### src/rtl/mem_arbiter.sv
// Shares one single-port RAM between an instruction-fetch and a load/store requester.
// Round-robin on ties; one access in flight; every output is registered.
module mem_arbiter #(
  parameter int AW      = 8,
  parameter int DW      = 16,
  parameter int RAM_LAT = 1
) (
  input  logic          clk,
  input  logic          rst,
  input  logic          if_req,
  input  logic [AW-1:0] if_addr,
  output logic          if_gnt,
  output logic          if_valid,
  output logic [DW-1:0] if_rdata,
  input  logic          ls_req,
  input  logic          ls_we,
  input  logic [AW-1:0] ls_addr,
  input  logic [DW-1:0] ls_wdata,
  output logic          ls_gnt,
  output logic          ls_valid,
  output logic [DW-1:0] ls_rdata,
  output logic          ram_en,
  output logic          ram_we,
  output logic [AW-1:0] ram_addr,
  output logic [DW-1:0] ram_wdata,
  input  logic [DW-1:0] ram_rdata,
  output logic          busy
);

  typedef enum logic [1:0] {IDLE, ISSUE, WAIT, RESP} state_t;

  state_t     state, state_nxt;
  logic [1:0] cnt, cnt_nxt;
  logic       owner;       // 0 = IF, 1 = LS
  logic       last_owner;
  logic       cur_we;
  logic       any_req;
  logic       win_ls;

  always_comb begin
    any_req   = if_req | ls_req;
    win_ls    = (if_req && ls_req) ? ~last_owner : ls_req;
    state_nxt = state;
    cnt_nxt   = cnt;
    case (state)
      IDLE:  if (any_req) state_nxt = ISSUE;
      ISSUE: begin
        if (cur_we || RAM_LAT == 1) begin
          state_nxt = RESP;
        end else begin
          state_nxt = WAIT;
          cnt_nxt   = 2'(RAM_LAT - 2);
        end
      end
      WAIT: begin
        if (cnt == 2'd0) state_nxt = RESP;
        else             cnt_nxt   = cnt - 2'd1;
      end
      RESP:    state_nxt = IDLE;
      default: state_nxt = IDLE;
    endcase
  end

  always_ff @(posedge clk) begin
    if (rst) begin
      state <= IDLE;
      cnt   <= 2'd0;
    end else begin
      state <= state_nxt;
      cnt   <= cnt_nxt;
    end
  end

  always_ff @(posedge clk) begin
    if (rst) begin
      owner      <= 1'b0;
      last_owner <= 1'b1;
      cur_we     <= 1'b0;
      if_gnt     <= 1'b0;
      ls_gnt     <= 1'b0;
      if_valid   <= 1'b0;
      ls_valid   <= 1'b0;
      ram_en     <= 1'b0;
      ram_we     <= 1'b0;
      ram_addr   <= '0;
      ram_wdata  <= '0;
      if_rdata   <= '0;
      ls_rdata   <= '0;
      busy       <= 1'b0;
    end else begin
      if_gnt   <= 1'b0;
      ls_gnt   <= 1'b0;
      ram_en   <= 1'b0;
      ram_we   <= 1'b0;
      if_valid <= (state_nxt == RESP) && !owner;
      ls_valid <= (state_nxt == RESP) && owner;
      busy     <= (state_nxt != IDLE);
      // ram_addr/ram_wdata double as the latched request for the whole access
      if (state == IDLE && any_req) begin
        owner      <= win_ls;
        last_owner <= win_ls;
        cur_we     <= win_ls && ls_we;
        if_gnt     <= !win_ls;
        ls_gnt     <= win_ls;
        ram_en     <= 1'b1;
        ram_we     <= win_ls && ls_we;
        ram_addr   <= win_ls ? ls_addr : if_addr;
        ram_wdata  <= win_ls ? ls_wdata : '0;
      end
      // Read data lands on the edge that enters RESP, alongside the valid pulse
      if (state_nxt == RESP && !cur_we) begin
        if (owner) ls_rdata <= ram_rdata;
        else       if_rdata <= ram_rdata;
      end
    end
  end

endmodule

### config.mk
export PLATFORM = sky130hd
export DESIGN_NAME = mem_arbiter
export DESIGN_NICKNAME = d
export VERILOG_FILES = /design/src/rtl/mem_arbiter.sv
export SDC_FILE = /design/constraint.sdc
export NUM_CORES = 1
export LEC_CHECK = 0
export ABC_CLOCK_PERIOD_IN_PS = 1800
export CAP_MARGIN = 10
export CORE_MARGIN = 2
export CORE_UTILIZATION = 38
export DETAILED_ROUTE_END_ITERATION = 6
export HOLD_SLACK_MARGIN = 0.1
export PLACE_DENSITY = 0.76
export SLEW_MARGIN = 5
export SYNTH_ARGS = -nofsm -noshare
export SYNTH_HDL_FRONTEND = slang
export SYNTH_SLANG_ARGS = --single-unit
### constraint.sdc
create_clock -name clk -period 1.8 [get_ports clk]
set_input_delay 0.18 -clock clk [delete_from_list [all_inputs] [get_ports clk]]
set_output_delay 0.18 -clock clk [all_outputs]
set_load 0.02 [all_outputs]
==> flow_metrics.env <==
export IMPL_gp_congestion=0.731
export IMPL_reg2regPathDepth=7
export IMPL_die_h_um=88.9
export IMPL_fin_nets=444
export IMPL_via_per_inst=4.67
export IMPL_hold_violations=0
export IMPL_path_max_fanout=16
export IMPL_synth_simple_area_share_pct=18.6
export IMPL_powerDensity_nw_per_um2=1510
export IMPL_final_max_slew_viol_count=0
export IMPL_hp_class="primary input to flip-flop"
export IMPL_regToRegEndpoint="ls_rdata[9]$_SDFFE_PP0P_"
export IMPL_coreArea_um2=6870
export IMPL_fp_dieArea_um2=7910
export IMPL_io_pins=116
export IMPL_grt_use_met3_pct=3.97
export IMPL_ys_warn_count=0
export IMPL_tritoncts="yes"
export IMPL_clk_latency_ns=0.33
export IMPL_wirelength_mm=6.44
export IMPL_area_growth_syn_to_layout_pct=56.6
export IMPL_worstHoldPathCells=3
export IMPL_period_needed_ns=1.71
export IMPL_synthXorXnorAreaFrac_pct=0.319
export IMPL_status="finished clean"
export IMPL_cts_root_buf="clkbuf_8"
export IMPL_final_cells=488
export IMPL_maxCapViolations=0
export IMPL_fmax_mhz=584
export IMPL_use_met1_pct=20.6
export IMPL_synth_fa_ha_area_share_pct=1.83
export IMPL_post_dp_hpwl_mm=4.59
export IMPL_synth_seq_cells=70
export IMPL_cts_htree_levels=3
export IMPL_syn_num_nets=325
export IMPL_clock_skew_ns=0.00814
export IMPL_reg2reg_slack_ns=0.09
export IMPL_synth_compound_area_share_pct=9.31
export IMPL_synthCells=268
export IMPL_avgRoutedWirePerCell_um=13.2
export IMPL_grt_busiest_layer="met2"
export IMPL_min_period_over_period_pct=95.1
export IMPL_drive_gt1_share_pct=8.67
export IMPL_gr_total_overflow=0
export IMPL_grt_max_degree=45
export IMPL_tightest_slew_ns=0.693
export IMPL_diodes=0
export IMPL_vias=2279
export IMPL_irDropWorstVdd_uv=888
export IMPL_muxShareOfSynthArea_pct=14.6
export IMPL_initial_core_util_pct=39.9
export IMPL_seq_area_frac_synth_pct=51.1
export IMPL_syn_area_um2=2740
export IMPL_min_from="rst"
export IMPL_synth_avg_cell_area_um2=10.2
export IMPL_io_buffer_count=115
export IMPL_arrival_ns=1.93
export IMPL_drtPass1Iterations=4
export IMPL_clkSlewWorstSetupHoldPaths_ns=0.07
export IMPL_rsz0062_at_grt="false"
export IMPL_relSlewSlack_pct=53.8
export IMPL_cp_required_ns=2.02
export IMPL_ant_nets=0
export IMPL_fin_area_um2=4290
export IMPL_fin_setup_tns_ns=0
export IMPL_die_w_um=88.9
export IMPL_dp_cells=470
export IMPL_finalSetupViolations=0
export IMPL_r2r_start="state[1]$_SDFF_PP0_"
export IMPL_rows=30
export IMPL_grt_pass1_vias=2217
export IMPL_cts_max_path_buffers=2
export IMPL_synth_cell_types=30
export IMPL_end_kind="flip-flop"
export IMPL_use_met2_pct=27.6
export IMPL_place_area_um2=4030
export IMPL_start_kind="flip-flop"
export IMPL_antenna_found_initial=0
export IMPL_cts_inserted_buffers=9
export IMPL_synth_top_family_by_area="simple AND/OR/NAND/NOR gates"
export IMPL_grt_pass1_wl_mm=10.1
export IMPL_cts_sinks=70
export IMPL_drt_iter0_drc=47
export IMPL_drc=0
export IMPL_cellLeakagePower_nw=1.71
export IMPL_whs_endpoint="ls_rdata[3]$_SDFFE_PP0P_"
export IMPL_crit_type="flip-flop to flip-flop"
export IMPL_grt_total_usage_pct=16.6
state kept, by name, indices dropped and copies added, names as in the netlist:
signal      count
if_rdata       16
ls_rdata       16
ram_wdata      16
ram_addr        8
cnt             2
state           2
busy            1
cur_we          1
if_gnt          1
if_valid        1
last_owner      1
ls_gnt          1
ls_valid        1
owner           1
ram_en          1
ram_we          1
worst max path at each step:
stage                              startpoint                   endpoint  slack [ns]  cells past startpoint
after global placement    state[0]$_SDFF_PP0_  if_rdata[12]$_SDFFE_PP0P_        0.02                      8
after floorplan           state[0]$_SDFF_PP0_  if_rdata[10]$_SDFFE_PP0P_        0.06                      7
after global routing      state[0]$_SDFF_PP0_   if_rdata[8]$_SDFFE_PP0P_       0.002                      7
after CTS                 state[1]$_SDFF_PP0_   if_rdata[8]$_SDFFE_PP0P_        0.02                      8
after detailed placement               ls_req  ram_wdata[0]$_SDFFE_PP0P_       -0.07                      5
final                     state[1]$_SDFF_PP0_   ls_rdata[9]$_SDFFE_PP0P_        0.09                      7
cell usage after synthesis:
cell	number	area [µm²]
inv_1	6	22.5
o22a_1	1	8.76
buf_2	3	15.0
nand2b_1	50	313
nand2_1	1	3.75
a211o_1	1	8.76
nor2b_1	2	12.5
nor2_4	1	11.3
dfxtp_1	70	1400
nor3_1	2	10.0
ha_1	4	50.1
a21oi_1	4	20.0
a211oi_1	9	67.6
clkbuf_1	13	48.8
nor4_1	1	6.26
o21a_1	1	7.51
nor2_1	30	113
buf_6	2	22.5
a22oi_1	16	120
nand3b_1	1	7.51
and2_1	2	12.5
and3b_1	1	8.76
and3_1	1	6.26
o32a_1	1	10.0
mux2i_1	40	400
a21boi_1	1	7.51
buf_4	1	7.51
xnor2_1	1	8.76
o21ai_0	1	5.00
nand3_1	1	5.00
kinds of logic (layout without fill, tap and decap cells):
group | after synthesis | in the layout
XOR/XNOR | 1 | 1
AO/OA/AOI/OAI | 35 | 35
buffers and inverters | 25 | 149
multiplexers | 40 | 40
adder cells (fa/ha/maj) | 4 | 4
flip-flops | 70 | 70
AND/OR/NAND/NOR | 93 | 93
cells in the final DEF (no fill, tap or decap), drive strengths merged:
master	instances
a211o	1
a211oi	9
a21boi	1
a21oi	4
a22oi	16
and2	2
and3	1
and3b	1
buf	13
bufinv	2
clkbuf	12
clkdlybuf4s50	114
clkinv	2
dfxtp	70
ha	4
inv	6
mux2i	40
nand2	1
nand2b	50
nand3	1
nand3b	1
nor2	31
nor2b	2
nor3	2
nor4	1
o21a	1
o21ai	1
o22a	1
o32a	1
xnor2	1
metrics by stage:
step	setup WS (ns)	hold WS, ns	util, %	power, mW
global placement	0.0177	0.457	58.6	4.93
CTS	0.0184	0.355	62.6	6.61
detailed placement	-0.0746	0.463	58.6	4.99
finish	0.0878	0.370	62.5	6.50
global route	0.00190	0.421	62.5	6.87
floorplan	0.0563	0.326	-	3.75
report_power, final:
| part | switching, mW | internal, mW |
|---|---|---|
| clock | 0.545 | 0.815 |
| combinational | 1.45 | 1.53 |
| sequential | 0.211 | 1.95 |
| total | 2.20 | 4.30 |
layer usage:
metal  share of wire, %  wire length, µm
met3                7.1              459
met1                 45             2890
met5                  0                0
met2                 46             2980
met4                1.5               97
area by class of cell:
class | count | area (µm²)
Clock buffer | 12 | 145
Sequential cell | 70 | 1400
Tap cell | 96 | 120
Clock inverter | 4 | 70.1
Inverter | 6 | 22.5
Multi-Input combinational cell | 173 | 1240
Timing Repair Buffer | 127 | 1290
Fill cell | 576 | 2570
timing repair:
item | CTS | global route
hold buffers | 0 | 0
setup endpoints to repair | 16 | 16
pin swaps | 1 | 3
gates cloned | 1 | 0
resized for setup | 6 | 1
setup buffers | 2 | 0
worst max-delay path, cell delays in order, from the launching register on:
cell	delay [ns]
dfxtp_2	0.35
inv_2	0.06
ha_4	0.27
nand2b_1	0.05
o32a_1	0.37
nand2b_1	0.19
buf_12	0.18
mux2i_1	0.12
Note: power is estimated with default switching activity, not from simulation.
==> edit 1 (same settings) <==
Make the reset (`rst`) asynchronous in 2 clocked blocks.
--- a/src/rtl/mem_arbiter.sv
+++ b/src/rtl/mem_arbiter.sv
@@ -61,7 +61,7 @@
     endcase
   end
 
-  always_ff @(posedge clk) begin
+  always_ff @(posedge clk or posedge rst) begin
     if (rst) begin
       state <= IDLE;
       cnt   <= 2'd0;
@@ -71,7 +71,7 @@
     end
   end
 
-  always_ff @(posedge clk) begin
+  always_ff @(posedge clk or posedge rst) begin
     if (rst) begin
       owner      <= 1'b0;
       last_owner <= 1'b1;
Check against the original RTL: differs if rst is asserted again (counterexample within 4 cycles, from zero or initial values and one cycle with rst high); with rst held inactive, the same outputs for 10 cycles.
==> edit 1 against the original RTL <==
The flow now finishes with violations (negative setup slack); synthesized cell count shrank 34%; clock skew increased by 0.0024 ns; die area fell by 2.1%; via count decreased by 15%; sequential cell count stayed put; worst hold slack got worse by 0.070 ns; power grew 27%; largest cell class unchanged; first-iteration DRC count increased by 66%; largest power group unchanged; setup slack got worse by 0.22 ns; design area grew 1.0%; synthesized area is 2.2% lower; routed wire length shrank 7.1%; highest routed layer unchanged; critical endpoint is now ls_rdata[2].
==> edit 1: results (changes against the original RTL) <==
Cells and area
  – Top Registers: if_rdata (16), ls_rdata (16), ram_wdata (16)
  – Fill cells: 535 (-7.1%)
  – Proportion of layout cells with a drive suffix above 1: 22.71% (+14 points)
  – # nets final: 369 (-17%)

Placement
  – Dpl ws: -0.1519 ns (-0.07723 ns)
  – DP HPWL: 4.378 mm (-4.7%)
  – Placed Cells: 397 (-16%)
  – Placer Congestion: 0.7557 (+3.4%)
  – IO Port Bufs: 115 (unchanged)

Clock network
  – Clock Tree Root: clkbuf_8
  – Postcts setup bufs: 0 (-2)
  – CTS resizes: 0 (-6)
  – H-tree Lvls: 3 (unchanged)
  – Clk_lat worst skew: 0.33 ns (about the same)
  – Clock transition at the registers of the reported paths: 0.07 ns (about the same)

Min path
  – Type of the worst min-delay path: in2async

Logic synthesis
  – Synth Flop Type: dfrtp_1
  – Synth cell types: 27 (-10%)
  – YS warnings: 0 (unchanged)
  – Sequential share of the synthesized area: 65.41% (+14 points)
  – Synth area leaders: dfrtp_1 (64%), mux2_2 (9.2%), mux2_4 (5.6%), a22o_1 (5.2%), a222oi_1 (3.0%)
  – Synth cell count leaders: dfrtp_1 (69), mux2_2 (22), a22o_1 (16)
  – Post-Syn Instances: 177 (-34%)
  – Fraction of registers with async set/reset: 100.0% (+100 points)
  – Syn Nets: 234 (-28%)

Timing
  – Final worst slack: -0.1313 ns (-0.2191 ns)
  – Worst hold slack: 0.3004 ns (-0.06997 ns)
  – Setup TNS: -3.254 ns (-3.254 ns)
  – Setup violations, final: 32 (+32)
  – Clock Skews: 0.01050 ns (+0.002356 ns)
  – Worst-margin pin slew: 0.3622 ns (-0.3304 ns)

GRT
  – Vias in the first global route: 1969 (-11%)
  – Largest net degree at the start of global routing: 71 (+58%)
  – First-pass GRT wire length: 9.625 mm (-4.8%)
  – GRT Total Usage: 16.27% (-0.29 points)

Detailed routing
  – Via count: 1937 (-15%)
  – Vias per cell: 4.690 (+0.43%)
  – DR iter-0 viols: 78 (+66%)
  – DRT Pass-1 Iters: 5 (+1)
  – WL/cell: 14.48 um (+9.8%)

Outcome
  – Status: complete, but fails checks
  – Failing checks: negative setup slack

Power and ir drop
  – Leakage: 1.943 nW (+14%)
  – Peak VDD IR: 0.0008373 V (-5.7%)

Critical path
  – Reg2reg start: state[0]
  – FF-to-FF path depth: 8 (+1)
  – WS Path Type: reg2reg
  – CP max stage cell: dfrtp_1
  – CP max FO: 16 (unchanged)
  – Crit-path leading delay family: buffers and inverters
  – FF-to-FF End: ls_rdata[2]
==> edit 1: changes by cell type after synthesis, sizes merged, moves of 30 or more <==
cell / delta
dfrtp: +69
dfxtp: -70
mux2: +32
mux2i: -40
nand2b: -48
nor2: -30
==> edit 1: per-layer routing <==
metal | share of wire, % | routed length [um] | up-vias | track usage (%)
met1 | 44 | 2609 | 942 | 20.91
met3 | 7.2 | 431 | 7 | 5.278
met4 | 0.94 | 56 | 0 | 6.294
li1 | - | - | 907 | -
met5 | 0 | 0 | - | 0
met2 | 48 | 2882 | 81 | 25.69
==> edit 1: cells by family (layout without fill, tap and decap cells) <==
family	after synthesis	in the layout	share of synthesized area (%)
flops	70	70	65.41
simple gates	13	13	2.708
mux	32	32	14.85
buf+inv	22	162	3.641
compound gates	35	35	11.20
fa+ha+maj	4	4	1.867
xor+xnor	1	1	0.3269
==> edit 1: area by class of cell <==
type / count / area [um2] / share of cell area, %
multi-input cells: 85 / 855.8 / 19.73
well taps: 96 / 120.1 / 2.769
flip-flops and latches: 70 / 1753 / 40.41
clock buffers: 11 / 131.4 / 3.029
repair buffers: 131 / 1334 / 30.75
clock inverters: 5 / 83.83 / 1.933
inverters: 15 / 60.06 / 1.384
==> edit 1: per-stage QoR <==
step	utilization (%)	cell area [um2]	power [mW]
floorplan	-	2714	5.065
global placement	60.68	4123	6.895
detailed placement	60.68	4123	6.990
CTS	63.85	4338	8.372
global route	63.85	4338	8.751
finish	63.85	4338	8.269
==> edit 1: power breakdown <==
group / switching [mW] / internal, mW
logic: 1.87 / 2.38
registers: 0.376 / 2.28
clock network: 0.572 / 0.784
==> edit 2 (same flow settings) <==
Made on the original files. Change the parameter `DW` from 16 to 20.
--- a/src/rtl/mem_arbiter.sv
+++ b/src/rtl/mem_arbiter.sv
@@ -2,7 +2,7 @@
 // Round-robin on ties; one access in flight; every output is registered.
 module mem_arbiter #(
   parameter int AW      = 8,
-  parameter int DW      = 16,
+  parameter int DW      = 20,
   parameter int RAM_LAT = 1
 ) (
   input  logic          clk,
Ports: changed (5 resized); port bits go from 116 to 136. The function was not compared with the original's and may differ.
==> edit 2 against the original RTL <==
Clock power is 16% lower; sequential cell count grew 12; power up 15%; routed wire length rose by 23%; critical path depth stayed put; design area increased by 17%; setup slack got worse by 0.017 ns; synthesized area grew 19%; sequential power is 18% higher; first-iteration DRC count down 13%; largest power group unchanged.
==> edit 2: results (changes against the original RTL) <==
GRT
  – Antenna violations before repair: 0 (unchanged)
  – GRT Total Usage: 16.37% (-0.19 points)
  – Largest net degree at the start of global routing: 100 (+120%)
  – First-pass GRT wire length: 12.70 mm (+26%)
  – Vias in the first global route: 2653 (+20%)

Outcome
  – Status: completed

Placement
  – Placer Congestion: 0.7329 (+0.29%)
  – DP HPWL: 5.450 mm (+19%)
  – IO Port Bufs: 135 (+17%)
  – Placed inst area: 4771 um2 (+18%)
  – Dpl ws: 0.01851 ns (+0.09315 ns)
  – Placed Cells: 542 (+15%)

Detailed routing
  – Vias per cell: 4.761 (+1.9%)
  – Routed WL: 7.884 mm (+23%)
  – Max layer used: met4
  – Met2 wire length: 3.702 mm (+24%)
  – Met3 WL: 547 um (+19%)
  – Wl on met1: 3.524 mm (+22%)
  – WL/cell: 14.05 um (+6.6%)
  – DR iter-0 viols: 41 (-13%)
  – DRT Pass-1 Iters: 4 (unchanged)

Clock network
  – Clock Tree Root: clkbuf_8
  – Longest Clk Path Bufs: 2 (unchanged)
  – H-tree Lvls: 3 (unchanged)
  – CTS buffer count: 9 (unchanged)
  – Clock transition at the registers of the reported paths: 0.08 ns
  – Postcts setup bufs: 0 (-2)
  – Clk_lat worst skew: 0.34 ns

Power and ir drop
  – Leakage: 1.985 nW (+16%)
  – Peak VDD IR: 0.0006124 V (-31%)
  – P_int: 4.783 mW (+11%)

Cells and area
  – Top Registers: if_rdata (20), ls_rdata (20), ram_wdata (20)
  – Fill cells: 726 (+26%)
  – Antenna Cells: 0 (unchanged)
  – # nets final: 516 (+16%)
  – Proportion of layout cells with a drive suffix above 1: 9.430% (+0.76 points)
  – Layout area overhead: 54.22%

Min path
  – Type of the worst min-delay path: in2reg

Logic synthesis
  – Sequential share of the synthesized area: 50.35% (-0.77 points)
  – Fraction of registers with async set/reset: 0% (unchanged)
  – Synth cell types: 38 (+27%)
  – Syn Nets: 378 (+16%)
  – Syn_area_per_cell: 10.42 um2 (+1.8%)
  – Synth cell count leaders: dfxtp_1 (82), nand2b_1 (61), mux2i_1 (48)
  – Synth area leaders: dfxtp_1 (50%), mux2i_1 (15%), nand2b_1 (12%), a22oi_1 (4.6%), nor2_1 (3.9%)
  – YS warnings: 0 (unchanged)

Timing
  – Relative slew slack: 77.25% (+23 points)
  – Clock Skews: 0.006311 ns (-0.001830 ns)

Critical path
  – Arrival time worst endpoint: 2.00 ns (+0.07 ns)
  – CP max FO: 5 (-11)
  – Crit-path leading delay family: flip-flops
  – CP max stage cell: dfxtp_4
  – Worst path max stage delay: 0.38 ns

Job
  – Number of max-cap violations: 0 (unchanged)
-- edit 2: cell types whose count changed after synthesis, sizes merged, moves of 2 or more --
cell    before  now
mux2i       40   48
nor2        31   34
a22oi       16   20
buf          6    8
and2b        0    2
dfxtp       70   82
nand2b      50   61
-- edit 2: cells by family after synthesis --
kind of cell | count (synthesis) | synth area share [%]
adder cells (fa/ha/maj) | 4 | 1.535
multiplexers | 48 | 14.74
AND/OR/NAND/NOR | 111 | 19.26
flip-flops | 82 | 50.35
buffers and inverters | 28 | 4.297
AO/OA/AOI/OAI | 39 | 9.555
XOR/XNOR | 1 | 0.2687
-- edit 2: per-layer routing --
metal,global-route usage [%],up-vias
met5,0,-
met4,5.200,0
met3,5.491,13
met2,27.03,100
met1,20.18,1225
li1,-,1333
-- edit 2: metrics by stage --
step            TNS, ns  hold slack [ns]
2_1_floorplan         0           0.3259
3_3_place_gp          0           0.4587
3_5_place_dp          0           0.4655
4_1_cts               0           0.3243
5_1_grt        -0.06274           0.3351
6_report              0           0.3258
-- edit 2: layout make-up --
cell class / count / share of cell area [%]
Timing Repair Buffer: 149 / 30.95
Tap cell: 105 / 2.613
Clock inverter: 4 / 0.5723
Sequential cell: 82 / 32.74
Inverter: 6 / 0.4976
Clock buffer: 12 / 2.687
Multi-Input combinational cell: 203 / 29.93
-- edit 2: final timing paths --
path / start / endpoint / slack [ns] / cells after the start
worst min-delay path: rst / ram_wdata[8] / 0.33 / 3
worst min register to register: if_rdata[7] / if_rdata[7] / 0.48 / 2
worst max register to register: state[1] / if_rdata[8] / 0.07 / 7
worst max-delay path: state[1] / if_rdata[8] / 0.07 / 7
-- edit 2: power groups by stage --
stage	Combinational, mW	Sequential (mW)	Clock (mW)
global placement	3.31	2.56	0
CTS	3.38	2.53	1.18
global route	4.00	2.61	1.27
finish	3.76	2.55	1.14
detailed placement	3.36	2.57	0
floorplan	1.50	3.06	0
-- edit 2: worst register-to-register path, stage by stage (launching register included) --
cell       delay, ns
dfxtp_4         0.38
inv_4           0.05
ha_4            0.28
nand2b_4        0.06
o32ai_4         0.28
and2b_4         0.27
clkbuf_16       0.17
mux2i_1         0.17
-- edit 2: timing repair --
action	CTS	global route
pin swaps	0	2
resized for setup	1	9
setup endpoints to repair	3	37
endpoints found under the hold margin	0	0
cloned	0	3
